`src/rtl/mips_pkg.sv`:
```
// Shared pipeline definitions: control-field widths, control-bit positions
// and ALUOp encodings used by the ID/EX stage and its neighbours.
package mips_pkg;

   // Control bundle widths
   localparam int WB_W = 2;
   localparam int M_W  = 3;
   localparam int EX_W = 4;

   // Write-back control bits
   localparam int WB_REGWRITE = 1;
   localparam int WB_MEMTOREG = 0;

   // Memory control bits
   localparam int M_BRANCH   = 2;
   localparam int M_MEMREAD  = 1;
   localparam int M_MEMWRITE = 0;

   // Execute control bits
   localparam int EX_ALUSRC   = 3;
   localparam int EX_ALUOP_HI = 2;
   localparam int EX_ALUOP_LO = 1;
   localparam int EX_REGDST   = 0;

   // ALUOp encodings driven by the main decoder
   typedef enum logic [1:0] {
      ALUOP_ADD   = 2'b00,  // lw / sw address add
      ALUOP_SUB   = 2'b01,  // beq compare
      ALUOP_FUNCT = 2'b10   // R-type, ALU control decodes funct
   } aluop_e;

   // True when a memory-control bundle describes a load
   function automatic logic is_load(input logic [M_W-1:0] m_ctl);
      return m_ctl[M_MEMREAD];
   endfunction

endpackage

```
`src/rtl/id_ex_latch_if.sv`:
```
// ID-side inputs and EX-side outputs of the ID/EX pipeline register.
// master = surrounding pipeline, slave = the ID/EX latch itself.
interface id_ex_latch_if
   import mips_pkg::*;
#(
   parameter int DATA_W = 32,
   parameter int REG_W  = 5,
   parameter int CNT_W  = 16
);
   // ID stage side
   logic [WB_W-1:0]   wb_ctl_in;
   logic [M_W-1:0]    m_ctl_in;
   logic [EX_W-1:0]   ex_ctl_in;
   logic [DATA_W-1:0] npc_in;
   logic [DATA_W-1:0] rdata1_in;
   logic [DATA_W-1:0] rdata2_in;
   logic [DATA_W-1:0] s_extend_in;
   logic [REG_W-1:0]  instr_2521_in;
   logic [REG_W-1:0]  instr_2016_in;
   logic [REG_W-1:0]  instr_1511_in;
   logic              flush;

   // EX stage side
   logic [WB_W-1:0]   wb_ctlout;
   logic [M_W-1:0]    m_ctlout;
   logic [EX_W-1:0]   ex_ctlout;
   logic [DATA_W-1:0] npcout;
   logic [DATA_W-1:0] rdata1out;
   logic [DATA_W-1:0] rdata2out;
   logic [DATA_W-1:0] s_extendout;
   logic [REG_W-1:0]  instrout_2016;
   logic [REG_W-1:0]  instrout_1511;
   logic              ex_valid;
   logic              stall;
   logic [CNT_W-1:0]  bubble_count;

   modport master (
      output wb_ctl_in, m_ctl_in, ex_ctl_in, npc_in, rdata1_in, rdata2_in,
             s_extend_in, instr_2521_in, instr_2016_in, instr_1511_in, flush,
      input  wb_ctlout, m_ctlout, ex_ctlout, npcout, rdata1out, rdata2out,
             s_extendout, instrout_2016, instrout_1511, ex_valid, stall,
             bubble_count
   );

   modport slave (
      input  wb_ctl_in, m_ctl_in, ex_ctl_in, npc_in, rdata1_in, rdata2_in,
             s_extend_in, instr_2521_in, instr_2016_in, instr_1511_in, flush,
      output wb_ctlout, m_ctlout, ex_ctlout, npcout, rdata1out, rdata2out,
             s_extendout, instrout_2016, instrout_1511, ex_valid, stall,
             bubble_count
   );

endinterface

```
`src/rtl/hazard_detect.sv`:
```
// Load-use hazard detector: a valid load in EX whose rt matches either
// source field of the ID instruction forces one bubble. A flush in the
// same cycle kills the ID instruction anyway, so no stall is requested.
module hazard_detect #(
   parameter int REG_W = 5
) (
   input  logic             ex_memread,
   input  logic             ex_valid,
   input  logic [REG_W-1:0] ex_rt,
   input  logic [REG_W-1:0] id_rs,
   input  logic [REG_W-1:0] id_rt,
   input  logic             flush,
   output logic             hazard,
   output logic             stall
);

   // rt is compared even for instructions that do not read it; the
   // occasional extra bubble is cheaper than decoding operand usage here.
   assign hazard = ex_memread & ex_valid & (ex_rt != '0) &
                   ((ex_rt == id_rs) | (ex_rt == id_rt));

   assign stall = hazard & ~flush;

endmodule

```
`src/rtl/id_ex_latch.sv`:
```
// ID/EX pipeline register with integrated load-use bubble insertion,
// branch flush and a saturating bubble counter for performance debug.
module id_ex_latch
   import mips_pkg::*;
#(
   parameter int DATA_W = 32,
   parameter int REG_W  = 5,
   parameter int CNT_W  = 16
) (
   input logic           clk,
   input logic           rst_n,
   id_ex_latch_if.slave  bus
);

   logic [WB_W-1:0]   wb_ctl_reg;
   logic [M_W-1:0]    m_ctl_reg;
   logic [EX_W-1:0]   ex_ctl_reg;
   logic [DATA_W-1:0] npc_reg;
   logic [DATA_W-1:0] rdata1_reg;
   logic [DATA_W-1:0] rdata2_reg;
   logic [DATA_W-1:0] s_extend_reg;
   logic [REG_W-1:0]  rt_reg;
   logic [REG_W-1:0]  rd_reg;
   logic              ex_valid_reg;
   logic [CNT_W-1:0]  bubble_count_reg;

   logic ex_memread;
   logic hazard;
   logic stall;
   logic bubble;

   assign ex_memread = is_load(m_ctl_reg);

   hazard_detect #(
      .REG_W (REG_W)
   ) u_hazard_detect (
      .ex_memread (ex_memread),
      .ex_valid   (ex_valid_reg),
      .ex_rt      (rt_reg),
      .id_rs      (bus.instr_2521_in),
      .id_rt      (bus.instr_2016_in),
      .flush      (bus.flush),
      .hazard     (hazard),
      .stall      (stall)
   );

   // Flush and hazard both turn the captured instruction into a bubble
   assign bubble = bus.flush | hazard;

   // Pipeline register: data always captured, controls zeroed on a bubble
   always_ff @(posedge clk or negedge rst_n) begin
      if (!rst_n) begin
         wb_ctl_reg   <= '0;
         m_ctl_reg    <= '0;
         ex_ctl_reg   <= '0;
         npc_reg      <= '0;
         rdata1_reg   <= '0;
         rdata2_reg   <= '0;
         s_extend_reg <= '0;
         rt_reg       <= '0;
         rd_reg       <= '0;
         ex_valid_reg <= 1'b0;
      end else begin
         npc_reg      <= bus.npc_in;
         rdata1_reg   <= bus.rdata1_in;
         rdata2_reg   <= bus.rdata2_in;
         s_extend_reg <= bus.s_extend_in;
         rt_reg       <= bus.instr_2016_in;
         rd_reg       <= bus.instr_1511_in;
         if (bubble) begin
            wb_ctl_reg   <= '0;
            m_ctl_reg    <= '0;
            ex_ctl_reg   <= '0;
            ex_valid_reg <= 1'b0;
         end else begin
            wb_ctl_reg   <= bus.wb_ctl_in;
            m_ctl_reg    <= bus.m_ctl_in;
            ex_ctl_reg   <= bus.ex_ctl_in;
            ex_valid_reg <= 1'b1;
         end
      end
   end

   // Count only load-use bubbles (flush-killed cycles excluded), saturating
   always_ff @(posedge clk or negedge rst_n) begin
      if (!rst_n) begin
         bubble_count_reg <= '0;
      end else if (stall && (bubble_count_reg != {CNT_W{1'b1}})) begin
         bubble_count_reg <= bubble_count_reg + 1'b1;
      end
   end

   assign bus.wb_ctlout     = wb_ctl_reg;
   assign bus.m_ctlout      = m_ctl_reg;
   assign bus.ex_ctlout     = ex_ctl_reg;
   assign bus.npcout        = npc_reg;
   assign bus.rdata1out     = rdata1_reg;
   assign bus.rdata2out     = rdata2_reg;
   assign bus.s_extendout   = s_extend_reg;
   assign bus.instrout_2016 = rt_reg;
   assign bus.instrout_1511 = rd_reg;
   assign bus.ex_valid      = ex_valid_reg;
   assign bus.stall         = stall;
   assign bus.bubble_count  = bubble_count_reg;

endmodule
```
`src/flat_wrapper.sv`:
```
// flat-port wrapper written by rule: the top's interface ports become plain ports
module id_ex_latch_flat import mips_pkg::*;
#(
   parameter int DATA_W = 32,
   parameter int REG_W  = 5,
   parameter int CNT_W  = 16
)
  (clk, rst_n, bus_wb_ctl_in, bus_m_ctl_in, bus_ex_ctl_in, bus_npc_in, bus_rdata1_in, bus_rdata2_in, bus_s_extend_in, bus_instr_2521_in, bus_instr_2016_in, bus_instr_1511_in, bus_flush, bus_wb_ctlout, bus_m_ctlout, bus_ex_ctlout, bus_npcout, bus_rdata1out, bus_rdata2out, bus_s_extendout, bus_instrout_2016, bus_instrout_1511, bus_ex_valid, bus_stall, bus_bubble_count);
  id_ex_latch_if #(.DATA_W(DATA_W), .REG_W(REG_W), .CNT_W(CNT_W)) bus_i ();
  input logic clk;
  input logic rst_n;
  input wire logic [$bits(bus_i.wb_ctl_in)-1:0] bus_wb_ctl_in;
  input wire logic [$bits(bus_i.m_ctl_in)-1:0] bus_m_ctl_in;
  input wire logic [$bits(bus_i.ex_ctl_in)-1:0] bus_ex_ctl_in;
  input wire logic [$bits(bus_i.npc_in)-1:0] bus_npc_in;
  input wire logic [$bits(bus_i.rdata1_in)-1:0] bus_rdata1_in;
  input wire logic [$bits(bus_i.rdata2_in)-1:0] bus_rdata2_in;
  input wire logic [$bits(bus_i.s_extend_in)-1:0] bus_s_extend_in;
  input wire logic [$bits(bus_i.instr_2521_in)-1:0] bus_instr_2521_in;
  input wire logic [$bits(bus_i.instr_2016_in)-1:0] bus_instr_2016_in;
  input wire logic [$bits(bus_i.instr_1511_in)-1:0] bus_instr_1511_in;
  input wire logic [$bits(bus_i.flush)-1:0] bus_flush;
  output wire logic [$bits(bus_i.wb_ctlout)-1:0] bus_wb_ctlout;
  output wire logic [$bits(bus_i.m_ctlout)-1:0] bus_m_ctlout;
  output wire logic [$bits(bus_i.ex_ctlout)-1:0] bus_ex_ctlout;
  output wire logic [$bits(bus_i.npcout)-1:0] bus_npcout;
  output wire logic [$bits(bus_i.rdata1out)-1:0] bus_rdata1out;
  output wire logic [$bits(bus_i.rdata2out)-1:0] bus_rdata2out;
  output wire logic [$bits(bus_i.s_extendout)-1:0] bus_s_extendout;
  output wire logic [$bits(bus_i.instrout_2016)-1:0] bus_instrout_2016;
  output wire logic [$bits(bus_i.instrout_1511)-1:0] bus_instrout_1511;
  output wire logic [$bits(bus_i.ex_valid)-1:0] bus_ex_valid;
  output wire logic [$bits(bus_i.stall)-1:0] bus_stall;
  output wire logic [$bits(bus_i.bubble_count)-1:0] bus_bubble_count;
  assign bus_i.wb_ctl_in = bus_wb_ctl_in;
  assign bus_i.m_ctl_in = bus_m_ctl_in;
  assign bus_i.ex_ctl_in = bus_ex_ctl_in;
  assign bus_i.npc_in = bus_npc_in;
  assign bus_i.rdata1_in = bus_rdata1_in;
  assign bus_i.rdata2_in = bus_rdata2_in;
  assign bus_i.s_extend_in = bus_s_extend_in;
  assign bus_i.instr_2521_in = bus_instr_2521_in;
  assign bus_i.instr_2016_in = bus_instr_2016_in;
  assign bus_i.instr_1511_in = bus_instr_1511_in;
  assign bus_i.flush = bus_flush;
  assign bus_wb_ctlout = bus_i.wb_ctlout;
  assign bus_m_ctlout = bus_i.m_ctlout;
  assign bus_ex_ctlout = bus_i.ex_ctlout;
  assign bus_npcout = bus_i.npcout;
  assign bus_rdata1out = bus_i.rdata1out;
  assign bus_rdata2out = bus_i.rdata2out;
  assign bus_s_extendout = bus_i.s_extendout;
  assign bus_instrout_2016 = bus_i.instrout_2016;
  assign bus_instrout_1511 = bus_i.instrout_1511;
  assign bus_ex_valid = bus_i.ex_valid;
  assign bus_stall = bus_i.stall;
  assign bus_bubble_count = bus_i.bubble_count;
  id_ex_latch #(.DATA_W(DATA_W), .REG_W(REG_W), .CNT_W(CNT_W)) u_core (.clk(clk), .rst_n(rst_n), .bus(bus_i));
endmodule
```
`config.mk`:
```
export PLATFORM = sky130hd
export DESIGN_NAME = id_ex_latch_flat
export DESIGN_NICKNAME = d
export VERILOG_FILES = /design/src/rtl/mips_pkg.sv /design/src/rtl/id_ex_latch_if.sv /design/src/rtl/hazard_detect.sv /design/src/rtl/id_ex_latch.sv /design/src/flat_wrapper.sv
export SDC_FILE = /design/constraint.sdc
export NUM_CORES = 1
export LEC_CHECK = 0
export BUFFER_PORTS_ARGS = -buffer_cell sky130_fd_sc_hd__buf_2
export CORE_AREA = 2 2 124 126
export CTS_CLUSTER_SIZE = 20
export DETAILED_ROUTE_END_ITERATION = 10
export DIE_AREA = 0 0 126 128
export HOLD_SLACK_MARGIN = 0.06
export PLACE_DENSITY = 0.64
export SYNTH_ARGS = -nofsm -noshare
export SYNTH_HDL_FRONTEND = slang
export SYNTH_HIERARCHICAL = 1
export SYNTH_SLANG_ARGS = --single-unit
export TNS_END_PERCENT = 5
```
`constraint.sdc`:
```
create_clock -name clk -period 2.76 [get_ports clk]
set_input_delay 0.276 -clock clk [delete_from_list [all_inputs] [get_ports clk]]
set_output_delay 0.276 -clock clk [all_outputs]
set_load 0.05 [all_outputs]
```
# Yosys cells after proc, flatten, opt, wreduce, memory -nomap -nowiden
# Index checks and enable logic that the tools add are counted.
# op_classes
muxes	4
n_addsub	1
bitwise	7
n_eq_ne	3
reduce_logical	2
# ops
operator	count
16-bit by 1-bit adder with 16-bit output (second input constant)	1
16-bit inequality test (second input constant)	1
5-bit equality test	2
5-bit nonzero test	1
1-bit bitwise AND	4
4-bit two-way mux	1
3-bit two-way mux	1
2-bit two-way mux	1
1-bit bitwise OR	2
1-bit logical AND	1
1-bit two-way mux	1
1-bit inverter	1
# word_totals
out_inout_bits	165
elab_cells	28
inputBits	155
ff_bits	164

# Longest topological paths before layout
# Gate-level depths: netlist of the first run.
# logic_depth
depth_word	5
ltp_mapped	9
ltp_nobuf	8

# By module
# The synthesis of the first run kept the hierarchy.
# modules_own_cells
mod	cells_each	seq_area_each_um2	n_inst	area_each_um2
id_ex_latch	229	4103.9	1	4578.1
hazard_detect	20	0.0	1	150.1

# Worst setup path after synthesis of the first run
# OpenSTA, ideal clock, no wires.
# synth_path
kind	reg-to-reg
from	reg u_core.rt_reg[2] (netlist: u_core/bus.instrout_2016[2])
to	reg u_core.bubble_count_reg[6] (netlist: u_core/bus.bubble_count[6])
slack_ns	-0.512
required_ns	2.617
path_stages_with_launch	9
path_buffers	0
setup_ns	0.143
t_arrival_ns	3.129
synth_period_minus_slack_ns	3.272
path_cell_list	dfrtp_1 -> xor2_1 -> nor3_2 -> a22oi_1 -> nor4_2 -> nand4_1 -> a31oi_1 -> nand3_1 -> xnor2_1
# synth_between
elab_chain_cells	5
word_cells_on_any_way	8
classes_between	eq/ne (2); bitwise (4); reduce/logical (2)
# synth_lines
item	line_no	source
start, declared	id_ex_latch.sv:22	logic [REG_W-1:0] rt_reg;
start signal, assigned	id_ex_latch.sv:68	rt_reg <= bus.instr_2016_in;
5-bit equality test / 5-bit nonzero test (equally long branches)	hazard_detect.sv:20, hazard_detect.sv:19	
1-bit bitwise OR / 1-bit bitwise AND (equally long branches)	hazard_detect.sv:20, hazard_detect.sv:19	
1-bit bitwise AND *	hazard_detect.sv:19	assign hazard = ex_memread & ex_valid & (ex_rt != '0) &
1-bit bitwise AND *	hazard_detect.sv:22	assign stall = hazard & ~flush;
named net bus_stall	flat_wrapper.sv:33	output wire logic [$bits(bus_i.stall)-1:0] bus_stall;
1-bit logical AND *	id_ex_latch.sv:88	end else if (stall && (bubble_count_reg != {CNT_W{1'b1}})) begin
end signal, assigned	id_ex_latch.sv:89	bubble_count_reg <= bubble_count_reg + 1'b1;
end, declared	id_ex_latch.sv:25	logic [CNT_W-1:0] bubble_count_reg;
# Mark *: on every way through the listed nets, which the timed path passes. The rest lies on a longest branch.
# A chain may end at the register's enable or synchronous reset.

# Final worst setup path of the first run
# layout_path
from	in bus_instr_2016_in[2]
to	out bus_stall
# layout_between
elab_chain_cells	4
# layout_lines
item	line_no	source
start, declared	flat_wrapper.sv:20	input wire logic [$bits(bus_i.instr_2016_in)-1:0] bus_instr_2016_in;
5-bit equality test	hazard_detect.sv:20	((ex_rt == id_rs) | (ex_rt == id_rt));
1-bit bitwise OR	hazard_detect.sv:20	
1-bit bitwise AND	hazard_detect.sv:19	
1-bit bitwise AND	hazard_detect.sv:22	
end, declared	flat_wrapper.sv:33	
# No other way between the ends.

==> flow_summary_export.csv, run 1 <==
group,metric,value,unit
timing,holdWs,0.07902,ns
cts,cts_tree,"yes",
worst_setup_path,crit_top_cell,"buf_2",
power_and_ir_drop,power_leakage,4.375,nW
finish,fill_cells,1195,
worst_setup_path,cp.arrival,2.21,ns
yosys,yosysSeqAreaShare,86.80,%
route,wl_met1,5563,um
yosys,synth-compound-area-share,0.6880,%
min_path,min_delay_path_depth,2,
global_route,antenna_found_initial,0,
yosys,synthMuxAreaShare,0.6880,%
power_and_ir_drop,power_per_cell_area,668.7,mW/mm^2
yosys,synthAdderAreaFrac,0.2646,%
worst_setup_path,critPathKind,"in -> out",
placed_design,place_hpwl,9652,um
route,met2_length,8100,um
timing,post-route-period-util,90.25,%
yosys,syn_avg_cell_area,18.99,um^2
route,highest_layer,"met4",
timing,setup_viol,0,
timing,fin_tns_setup,0,ns
timing,clock.fmax,401.5,MHz
yosys,synth_top_family_by_area,"simple AND/OR/NAND/NOR gates",
yosys,synth_seq_cells,164,
cts,post_cts_buffers,0,
die,io_pins,320,
timing,tightest_slew,0.6307,ns
route,first_iter_violations,92,
worst_setup_path,critPathCaptureType,"primary output",
placed_design,place.gp.congestion,0.7925,
cts,cts_root_buf,"clkbuf_16",
die,die_w,126,um
finish,antenna_cells,0,
yosys,synth_nets,405,
timing,hold_viol_final,0,
global_route,grt_pass1_wl,22790,um
route,wire_per_inst,16.17,um
worst_setup_path,cp_max_fo,6,
die,die-area,0.01613,mm^2
worst_setup_path,slowest_delay,0.56,ns
yosys,synth_top_cell_area_share,86.80,%
worst_setup_path,rr_worst_depth,8,
global_route,grt_pass1_vias,4360,
yosys,postSynthCellCount,249,
job,cap_violations,0,
timing,fin_worst_skew,0.008704,ns
die,die_y,128,um
worst_setup_path,cp-start-kind,"primary input",
global_route,grtUsageTotal,18.66,%
yosys,synth_cell_types,30,
timing,slew_headroom,57.95,%
cts,clkLatencyLatePin,0.42,ns
die,core,0.01486,mm^2
cts,cts_buffer_depth,2,
worst_setup_path,crit_slowest_cell,"dlygate4sd3_1",
finish,nets,888,
timing,finalWorstSetupSlack,0.2691,ns
die,start_util,31.81,%
cts,cts-buffers-inserted,17,
route,detail_route.first_pass.iterations,4,
cts,clkTransAtPathRegs,0.06,ns
global_route,grt_max_degree,69,
yosys,synth_top_area_cell,"dfrtp_1",
global_route,gr-total-overflow,0,
placed_design,dp_slack,0.4347,ns
cts,htreeDepth,4,
finish,post_route_cells_drive_above_1_share,48.66,%
timing,final-max-slew-violation-count,0,
outcome,status,"complete, no violations",
timing,rsz0062_at_grt,"false",
min_path,hp-class,"in -> reg",
cts,cts_sinks,164,
yosys,synth_xor_xnor_area_share,4.075,%
placed_design,portBuffers,319,
yosys,ys_top_cells_by_area,"dfrtp_1 (87%), xor2_1 (2.2%), xnor2_1 (1.9%), and2_1 (1.2%), and3_1 (0.79%)",
die,core.rowCount,45,
worst_setup_path,crit_required,2.48,ns
yosys,synth-simple-area-share,7.065,%
route,via_per_inst,4.230,
finish,area_growth,82.06,%
route,drt-total-wl,15070,um
yosys,yosys_warnings,6,
timing,fin_crit,2.491,ns
yosys,syn_area,0.004728,mm^2
worst_setup_path,crit_chain,"dlygate4sd3_1, buf_2, xor2_1, nor3_1, a22oi_1, nor4_4, buf_2",
route,vias,3942,
power_and_ir_drop,ir_worst_vdd,0.0004067,V
route,antenna_left,0,
route,drc,0,
route,routed-wl-met3,1110,um
==> Yosys cell counts, drive strengths merged <==
cell type and count:
a211o 1, a21oi 2, a22oi 1, a31oi 1, and2 9, and3 7, and4 3, buf 2
dfrtp 164, ha 1, inv 1, mux2 2, mux2i 1, nand2 6, nand2b 1, nand3 5
nand4 5, nand4b 2, nor2 7, nor3 4, nor4 1, or4 1, xnor2 10, xor2 12
==> critical path: cells and delay by family <==
family,cells,cell delay (ns)
xor+xnor,1,0.13
compound gates,1,0.15
buf+inv,3,1.03
simple gates,2,0.62
==> placed cells by master (no fill, tap or decap), types with 2 or more instances in the layout <==
cell | netlist | layout
nand4b_1 | 2 | 2
nor2_1 | 6 | 6
dfrtp_1 | 164 | 160
and4_4 | 3 | 3
nand2_1 | 5 | 5
and3_1 | 6 | 6
clkbuf_16 | 0 | 17
nand4_1 | 4 | 4
buf_2 | 1 | 318
nor3_1 | 2 | 2
mux2_1 | 2 | 2
and2_1 | 9 | 9
nor3_2 | 2 | 2
dfrtp_2 | 0 | 4
nand3_1 | 5 | 5
inv_6 | 0 | 3
clkbuf_1 | 0 | 4
clkinv_4 | 0 | 3
bufinv_16 | 0 | 2
dlygate4sd3_1 | 0 | 145
a21oi_1 | 2 | 2
xor2_1 | 12 | 12
xnor2_1 | 10 | 10
==> stage by stage <==
step	utilization, %	total power, mW	instances	instance area [um^2]
global placement	44.34	3.344	756	6591
detailed placement	44.34	3.355	756	6591
CTS	57.91	5.811	932	8608
global route	57.91	5.995	932	8608
floorplan	-	3.047	249	4742
finish	57.91	5.756	932	8608
==> worst paths after layout <==
check | from | slack [ns] | end
max | bus_instr_2016_in[2] | 0.27 | bus_stall
max in group asynchronous | rst_n | 1.46 | u_core/bus.rdata2out[4]
min reg2reg | u_core/bus.bubble_count[15] | 0.51 | u_core/bus.bubble_count[15]
max reg2reg | u_core/bus.instrout_2016[2] | 0.41 | u_core/bus.bubble_count[10]
min in group asynchronous | rst_n | 0.45 | u_core/bus.s_extendout[11]
min | bus_wb_ctl_in[1] | 0.08 | u_core/bus.wb_ctlout[1]
==> power breakdown <==
group	internal (mW)	leakage (nW)	switching, mW
sequential	2.52	1.95	0.0416
combinational	0.308	2.15	0.609
clock	1.34	0.272	0.939
total	4.17	4.37	1.59
==> routing by layer <==
layer  GRT usage [%]  up-vias
li1                -     1783
met1           20.48     1929
met2           33.59      207
met3           5.551       23
met4           8.080        0
met5               0        -
==> repair_timing <==
item                                    CTS  global route
endpoints found under the setup margin    0             0
hold endpoints to repair                210             0
hold buffers                            145             0
gates resized for setup                   0             0
==> area by class of cell <==
type	count	area, um^2	area share (%)
repair buffers	466	3082	35.80
inverters	1	3.754	0.04360
multi-input cells	82	613.1	7.122
clock buffers	21	440.4	5.116
clock inverters	10	125.1	1.453
well taps	188	235.2	2.733
flip-flops and latches	164	4109	47.73
==> kinds of logic (layout without fill, tap and decap cells) <==
family / after synthesis / in the layout
AND/OR/NAND/NOR: 51 / 51
AO/OA/AOI/OAI: 5 / 5
multiplexers: 3 / 3
adder cells (fa/ha/maj): 1 / 1
flip-flops: 164 / 164
XOR/XNOR: 22 / 22
buffers and inverters: 3 / 498
No activity file was read; power rests on OpenSTA's default activity.
==> run 2, diff against run 1 <==
- CELL_PAD_IN_SITES_DETAIL_PLACEMENT: not set -> 0
- CELL_PAD_IN_SITES_GLOBAL_PLACEMENT: not set -> 1
- CORE_AREA: 2 2 124 126 -> not set
- CORE_MARGIN: not set -> 2
- CORE_UTILIZATION: not set -> 31
- DIE_AREA: 0 0 126 128 -> not set
- PLACE_DENSITY: 0.64 -> 0.78
==> run 2 against run 1 <==
Worst hold slack better by 0.097 ns. Core utilization down 0.50 points. Largest cell class unchanged. Clock power down 5%. Sequential power about the same. Cell count up 0.54%. Final area up 0.26%. Fmax up 0.49%. Critical path depth unchanged. Clock skew down 0.0033 ns.
==> flow_summary_export.csv, run 2 (synthesis results as in run 1) <==
group,metric,value,unit
outcome,status,"complete, no violations",
cts,clkLatencyLatePin,0.42,ns
placed_design,portBuffers,319,
worst_setup_path,crit_chain,"dlygate4sd3_1, buf_2, xor2_1, nor3_1, a22oi_1, nor4_4, buf_2",
timing,setup_viol,0,
worst_setup_path,cp-start-kind,"primary input",
cts,cts-buffers-inserted,17,
global_route,gr-total-overflow,0,
cts,cts_sinks,164,
cts,clkTransAtPathRegs,0.06,ns
route,wire_per_inst,16.58,um
cts,cts_root_buf,"clkbuf_16",
min_path,min_from,"bus_flush",
die,die_y,127.5,um
worst_setup_path,crit_slowest_cell,"dlygate4sd3_1",
global_route,antenna_found_initial,0,
placed_design,place_area,0.006604,mm^2
power_and_ir_drop,ir_worst_vdd,0.0005296,V
worst_setup_path,slowest_delay,0.54,ns
timing,slew_headroom,48.93,%
finish,nets,891,
die,die_w,127.5,um
finish,area_growth,82.54,%
finish,post_route_cells_drive_above_1_share,48.86,%
timing,rsz0062_at_grt,"false",
finish,fill_cells,1176,
cts,cts_buffer_depth,2,
timing,post-route-period-util,89.81,%
timing,fin_crit,2.479,ns
finish,layout_common_cells,"buf_2 (318), dfrtp_1 (160), dlygate4sd3_1 (148)",
min_path,min_delay_path_depth,2,
die,io_pins,320,
global_route,grtUsageTotal,19.63,%
route,antenna_left,0,
finish,design_area,0.008631,mm^2
timing,clock.fmax,403.4,MHz
global_route,grt_max_degree,81,
timing,fin_worst_skew,0.005412,ns
cts,cts_tree,"yes",
die,start_util,31.45,%
route,detail_route.first_pass.iterations,4,
timing,fin_tns_setup,0,ns
global_route,grt_pass1_vias,4567,
min_path,hold_path_end,"u_core/bus.ex_valid",
die,core,0.01503,mm^2
die,core.rowCount,45,
worst_setup_path,crit_required,2.48,ns
timing,hold_viol_final,0,
worst_setup_path,rr_endpoint,"u_core/bus.bubble_count[6]",
worst_setup_path,rr_worst_depth,8,
job,cap_violations,0,
global_route,grt_pass1_wl,23910,um
route,drc,0,
route,vias,3939,
worst_setup_path,timing.rr.start,"u_core/bus.instrout_2016[2]",
power_and_ir_drop,power_leakage,4.382,nW
worst_setup_path,critPathCaptureType,"primary output",
route,drt-total-wl,15530,um
timing,final-max-slew-violation-count,0,
placed_design,place.gp.congestion,0.8582,
worst_setup_path,r2r_slack,0.41,ns
route,first_iter_violations,122,
route,via_per_inst,4.204,
timing,tightest_slew,0.7661,ns
finish,final_common_cell,"buf_2",
worst_setup_path,cp_max_fo,6,
worst_setup_path,crit_start,"bus_instr_2016_in[2]",
power_and_ir_drop,power_per_cell_area,654.5,mW/mm^2
placed_design,place_hpwl,10280,um
worst_setup_path,crit_top_cell,"buf_2",
die,die-area,0.01626,mm^2
worst_setup_path,cp.arrival,2.20,ns
min_path,hp-class,"in -> reg",
cts,ctsResizeCount,0,
cts,post_cts_buffers,0,
cts,htreeDepth,4,
worst_setup_path,critPathKind,"in -> out",
finish,final_util,57.41,%
==> run 2: cell count changes in the layout (fill, tap and decap cells not counted), moves of 2 or more <==
cell and delta:
clkbuf_1 -3, bufinv_16 -2, diode_2 +2, dlygate4sd3_1 +3
==> run 2: stage by stage <==
step / worst slack (ns) / hold slack, ns / total power, mW / cells
floorplan: 0.006397 / -0.01959 / 3.047 / 249
global placement: 0.5001 / 0.3454 / 3.347 / 756
detailed placement: 0.4586 / 0.3581 / 3.359 / 756
CTS: 0.2901 / 0.1512 / 5.709 / 935
global route: 0.1972 / 0.1791 / 5.881 / 935
finish: 0.2812 / 0.1762 / 5.649 / 937
==> run 2: layout make-up <==
cell class	count	area (um^2)	share of cell area [%]
diodes	2	5.005	0.05799
clock buffers	19	442.9	5.132
clock inverters	12	97.59	1.131
inverters	1	3.754	0.04349
multi-input cells	82	613.1	7.104
flip-flops and latches	164	4109	47.61
well taps	188	235.2	2.725
repair buffers	469	3124	36.20
==> run 2: where the power goes <==
group,internal [mW],switching [mW],leakage (nW)
logic,0.313,0.613,2.17
registers,2.52,0.0422,1.95
clock network,1.19,0.975,0.263
total,4.02,1.63,4.38
==> run 2: how the worst max path moves through the flow <==
| stage | slack, ns | cells past startpoint | to |
|---|---|---|---|
| after floorplan | 0.006 | 8 | u_core/bus.bubble_count[6] |
| after global placement | 0.50 | 8 | u_core/bus.bubble_count[10] |
| after detailed placement | 0.46 | 8 | u_core/bus.bubble_count[6] |
| after CTS | 0.29 | 7 | bus_stall |
| after global routing | 0.20 | 7 | bus_stall |
| final | 0.28 | 7 | bus_stall |
==> run 2: worst max-delay path: cells and delay by family <==
kind            cells  cell delay, ns
buf+inv             3            1.01
compound gates      1            0.16
simple gates        2            0.61
xor+xnor            1            0.14
==> run 2: repair_timing <==
item / in CTS / in global routing
hold buffers: 148 / 0
endpoints found under the hold margin: 225 / 0
endpoints found under the setup margin: 0 / 0
==> run 2: metal layers <==
| metal | routed length (um) | share of wire (%) | global-route usage, % | vias up |
|---|---|---|---|---|
| li1 | - | - | - | 1794 |
| met1 | 5833 | 38 | 21.80 | 1932 |
| met2 | 8113 | 52 | 33.60 | 185 |
| met3 | 1230 | 7.9 | 7.789 | 28 |
| met4 | 354 | 2.3 | 8.274 | 0 |
| met5 | 0 | 0 | 0 | - |
==> run 3, diff against run 2 <==
- SYNTH_HIERARCHICAL: 1 -> not set
==> run 3 against run 2 <==
Clock power up 7%. Sequential power about the same. Synthesized area up 1.1%. Flip-flop and latch count unchanged. Largest cell class unchanged. First-iteration DRC count down 13%. Cell count up 0.11%. Power up 3.2%. Worst setup slack better by 0.20 ns. Core utilization down 0.25 points.
==> flow_summary_export.csv, run 3 <==
group,metric,value,unit
timing,fin_tns_setup,0,ns
placed_design,dp.cells,762,
worst_setup_path,critPathCaptureType,"primary output",
die,io_pins,320,
min_path,min_from,"bus_ex_ctl_in[1]",
placed_design,place_area,0.006633,mm^2
cts,cts-buffers-inserted,17,
timing,slew_headroom,54.70,%
finish,multi_input_area,655.6,um^2
cts,htreeDepth,4,
timing,post-route-period-util,82.58,%
worst_setup_path,critPathTopFamily,"buffers and inverters",
yosys,postSynthCellCount,255,
placed_design,place.gp.congestion,0.8522,
yosys,synth-compound-area-share,1.439,%
yosys,yosysSeqAreaShare,85.82,%
outcome,status,"complete, no violations",
finish,area_growth,81.06,%
yosys,synthAdderAreaFrac,0.2616,%
worst_setup_path,timing.rr.start,"u_core.bus.bubble_count[1]",
worst_setup_path,critPathKind,"in -> out",
yosys,syn_avg_cell_area,18.75,um^2
route,antenna_left,0,
worst_setup_path,crit_required,2.48,ns
timing,clock.fmax,438.8,MHz
yosys,yosys_warnings,0,
die,die-area,0.01644,mm^2
yosys,synthArstFlopShare,100.0,%
die,die_y,128.2,um
yosys,synth_top_cell_area_share,85.82,%
yosys,synthFlopType,"dfrtp_1",
power_and_ir_drop,power_leakage,4.417,nW
placed_design,portBuffers,319,
worst_setup_path,path_buf_inv,3,
finish,post_route_cells_drive_above_1_share,48.00,%
finish,nets,893,
timing,fin_worst_skew,0.01119,ns
yosys,synth-simple-area-share,7.117,%
worst_setup_path,cp.arrival,2.00,ns
timing,setup_viol,0,
route,drt-total-wl,15550,um
yosys,synth_cell_types,30,
finish,final_common_cell,"buf_2",
finish,layout_common_cells,"buf_2 (318), dfrtp_1 (164), dlygate4sd3_1 (144)",
die,start_util,31.57,%
route,detail_route.first_pass.iterations,4,
yosys,synth_nets,411,
timing,hold_viol_final,0,
timing,tightest_slew,0.6796,ns
route,wire_per_inst,16.58,um
worst_setup_path,crit_slowest_cell,"dlygate4sd3_1",
yosys,synthMuxAreaShare,0.3140,%
yosys,synth_top_area_cell,"dfrtp_1",
min_path,hold_path_end,"u_core.bus.ex_ctlout[1]",
min_path,hp-class,"in -> reg",
cts,clkLatencyLatePin,0.41,ns
cts,cts_sinks,164,
finish,antenna_cells,0,
route,drc,0,
yosys,syn_area,0.004782,mm^2
yosys,synth_common_cells,"dfrtp_1 (164), xor2_1 (14), and2_1 (11), xnor2_1 (11), nand2_1 (8)",
finish,fill_cells,1163,
worst_setup_path,rr_worst_depth,6,
worst_setup_path,slowest_delay,0.54,ns
yosys,synth_xor_xnor_area_share,4.579,%
global_route,grt_max_degree,73,
timing,fin_crit,2.279,ns
worst_setup_path,crit_chain,"dlygate4sd3_1, buf_2, xnor2_1, nand3_1, o22ai_1, nand2_1, nor2_1, buf_2",
cts,cts_buffer_depth,2,
timing,final-max-slew-violation-count,0,
timing,rsz0062_at_grt,"false",
worst_setup_path,r2r_slack,0.82,ns
global_route,antenna_found_initial,1,
die,core,0.01515,mm^2
yosys,yosysMostFrequentCell,"dfrtp_1",
finish,finalNonFillerCells,938,
power_and_ir_drop,power_per_cell_area,673.0,mW/mm^2
yosys,synth_top_family_by_area,"simple AND/OR/NAND/NOR gates",
route,vias,4054,
route,via_per_inst,4.322,
die,core.rowCount,45,
worst_setup_path,crit_top_cell,"buf_2",
power_and_ir_drop,ir_worst_vdd,0.0004592,V
global_route,gr-total-overflow,0,
finish,design_area,0.008658,mm^2
yosys,synth_seq_cells,164,
worst_setup_path,cp_max_fo,3,
placed_design,place_hpwl,9842,um
cts,cts_root_buf,"clkbuf_16",
min_path,min_delay_path_depth,2,
yosys,synth-edff-count,0,
yosys,ys_top_cells_by_area,"dfrtp_1 (86%), xor2_1 (2.6%), xnor2_1 (2.0%), and2_1 (1.4%), nor4_1 (0.78%)",
cts,cts_tree,"yes",
global_route,grtUsageTotal,19.39,%
worst_setup_path,rr_endpoint,"u_core.bus.bubble_count[1]",
global_route,grt_pass1_vias,4673,
route,first_iter_violations,106,
finish,seqCellArea,0.004104,mm^2
die,die_w,128.2,um
worst_setup_path,cp-start-kind,"primary input",
global_route,grt_pass1_wl,23880,um
cts,clkTransAtPathRegs,0.06,ns
job,cap_violations,0,
## run 3: cell count changes after synthesis, moves of 3 or more
cell / before / now
and3_1: 6 / 3
and4_4: 3 / 0
nand2_1: 5 / 8
nor2_1: 6 / 1
nor3_1: 2 / 6
nor4_1: 0 / 6
## run 3: cell families after synthesis
logic type | Yosys count
fa+ha+maj | 1
simple gates | 55
buf+inv | 3
compound gates | 6
flops | 164
mux | 1
xor+xnor | 25
## run 3: per-stage QoR
step / util (%) / setup slack [ns] / hold WS, ns / power, mW
finish: 57.17 / 0.4808 / 0.09202 / 5.827
global route: 57.17 / 0.3537 / 0.06845 / 6.058
CTS: 57.17 / 0.4707 / 0.06226 / 5.862
detailed placement: 43.79 / 0.8539 / 0.3379 / 3.386
global placement: 43.79 / 0.9226 / 0.3300 / 3.376
floorplan: - / 0.5452 / -0.01959 / 3.078
## run 3: timing repair
item	4_1_cts	5_1_grt
hold buffers	144	0
buffers inserted	0	0
resized for setup	0	0
hold endpoints to repair	212	0
## run 3: cell type report
class / count / share of cell area, %
flip-flops and latches: 164 / 47.40
repair buffers: 466 / 35.56
well taps: 188 / 2.717
clock inverters: 13 / 1.633
multi-input cells: 88 / 7.572
clock buffers: 19 / 5.116
## run 3: how the worst max path moves through the flow
| stage | to | cells after the start | slack, ns | start |
|---|---|---|---|---|
| after detailed placement | u_core.bus.bubble_count[1] | 6 | 0.85 | u_core.bus.bubble_count[0] |
| after global routing | bus_stall | 8 | 0.35 | bus_instr_2016_in[0] |
| final | bus_stall | 8 | 0.48 | bus_instr_2016_in[0] |
| after floorplan | bus_stall | 5 | 0.55 | u_core.bus.instrout_2016[4] |
| after CTS | bus_stall | 8 | 0.47 | bus_instr_2016_in[0] |
| after global placement | u_core.bus.bubble_count[1] | 6 | 0.92 | u_core.bus.bubble_count[0] |
## run 3: power breakdown
group / internal (mW) / switching [mW] / total (mW) / leakage [nW]
Sequential: 2.52 / 0.0455 / 2.56 / 1.96
Combinational: 0.319 / 0.630 / 0.949 / 2.17
Clock: 1.30 / 1.01 / 2.31 / 0.287
## run 3: routing by layer
| layer | wire [um] | global-route usage [%] | up-vias |
|---|---|---|---|
| met3 | 1447 | 8.347 | 41 |
| li1 | - | - | 1814 |
| met1 | 5553 | 20.04 | 1979 |
| met4 | 471 | 8.468 | 2 |
| met5 | 18 | 0 | - |
| met2 | 8062 | 34.17 | 218 |
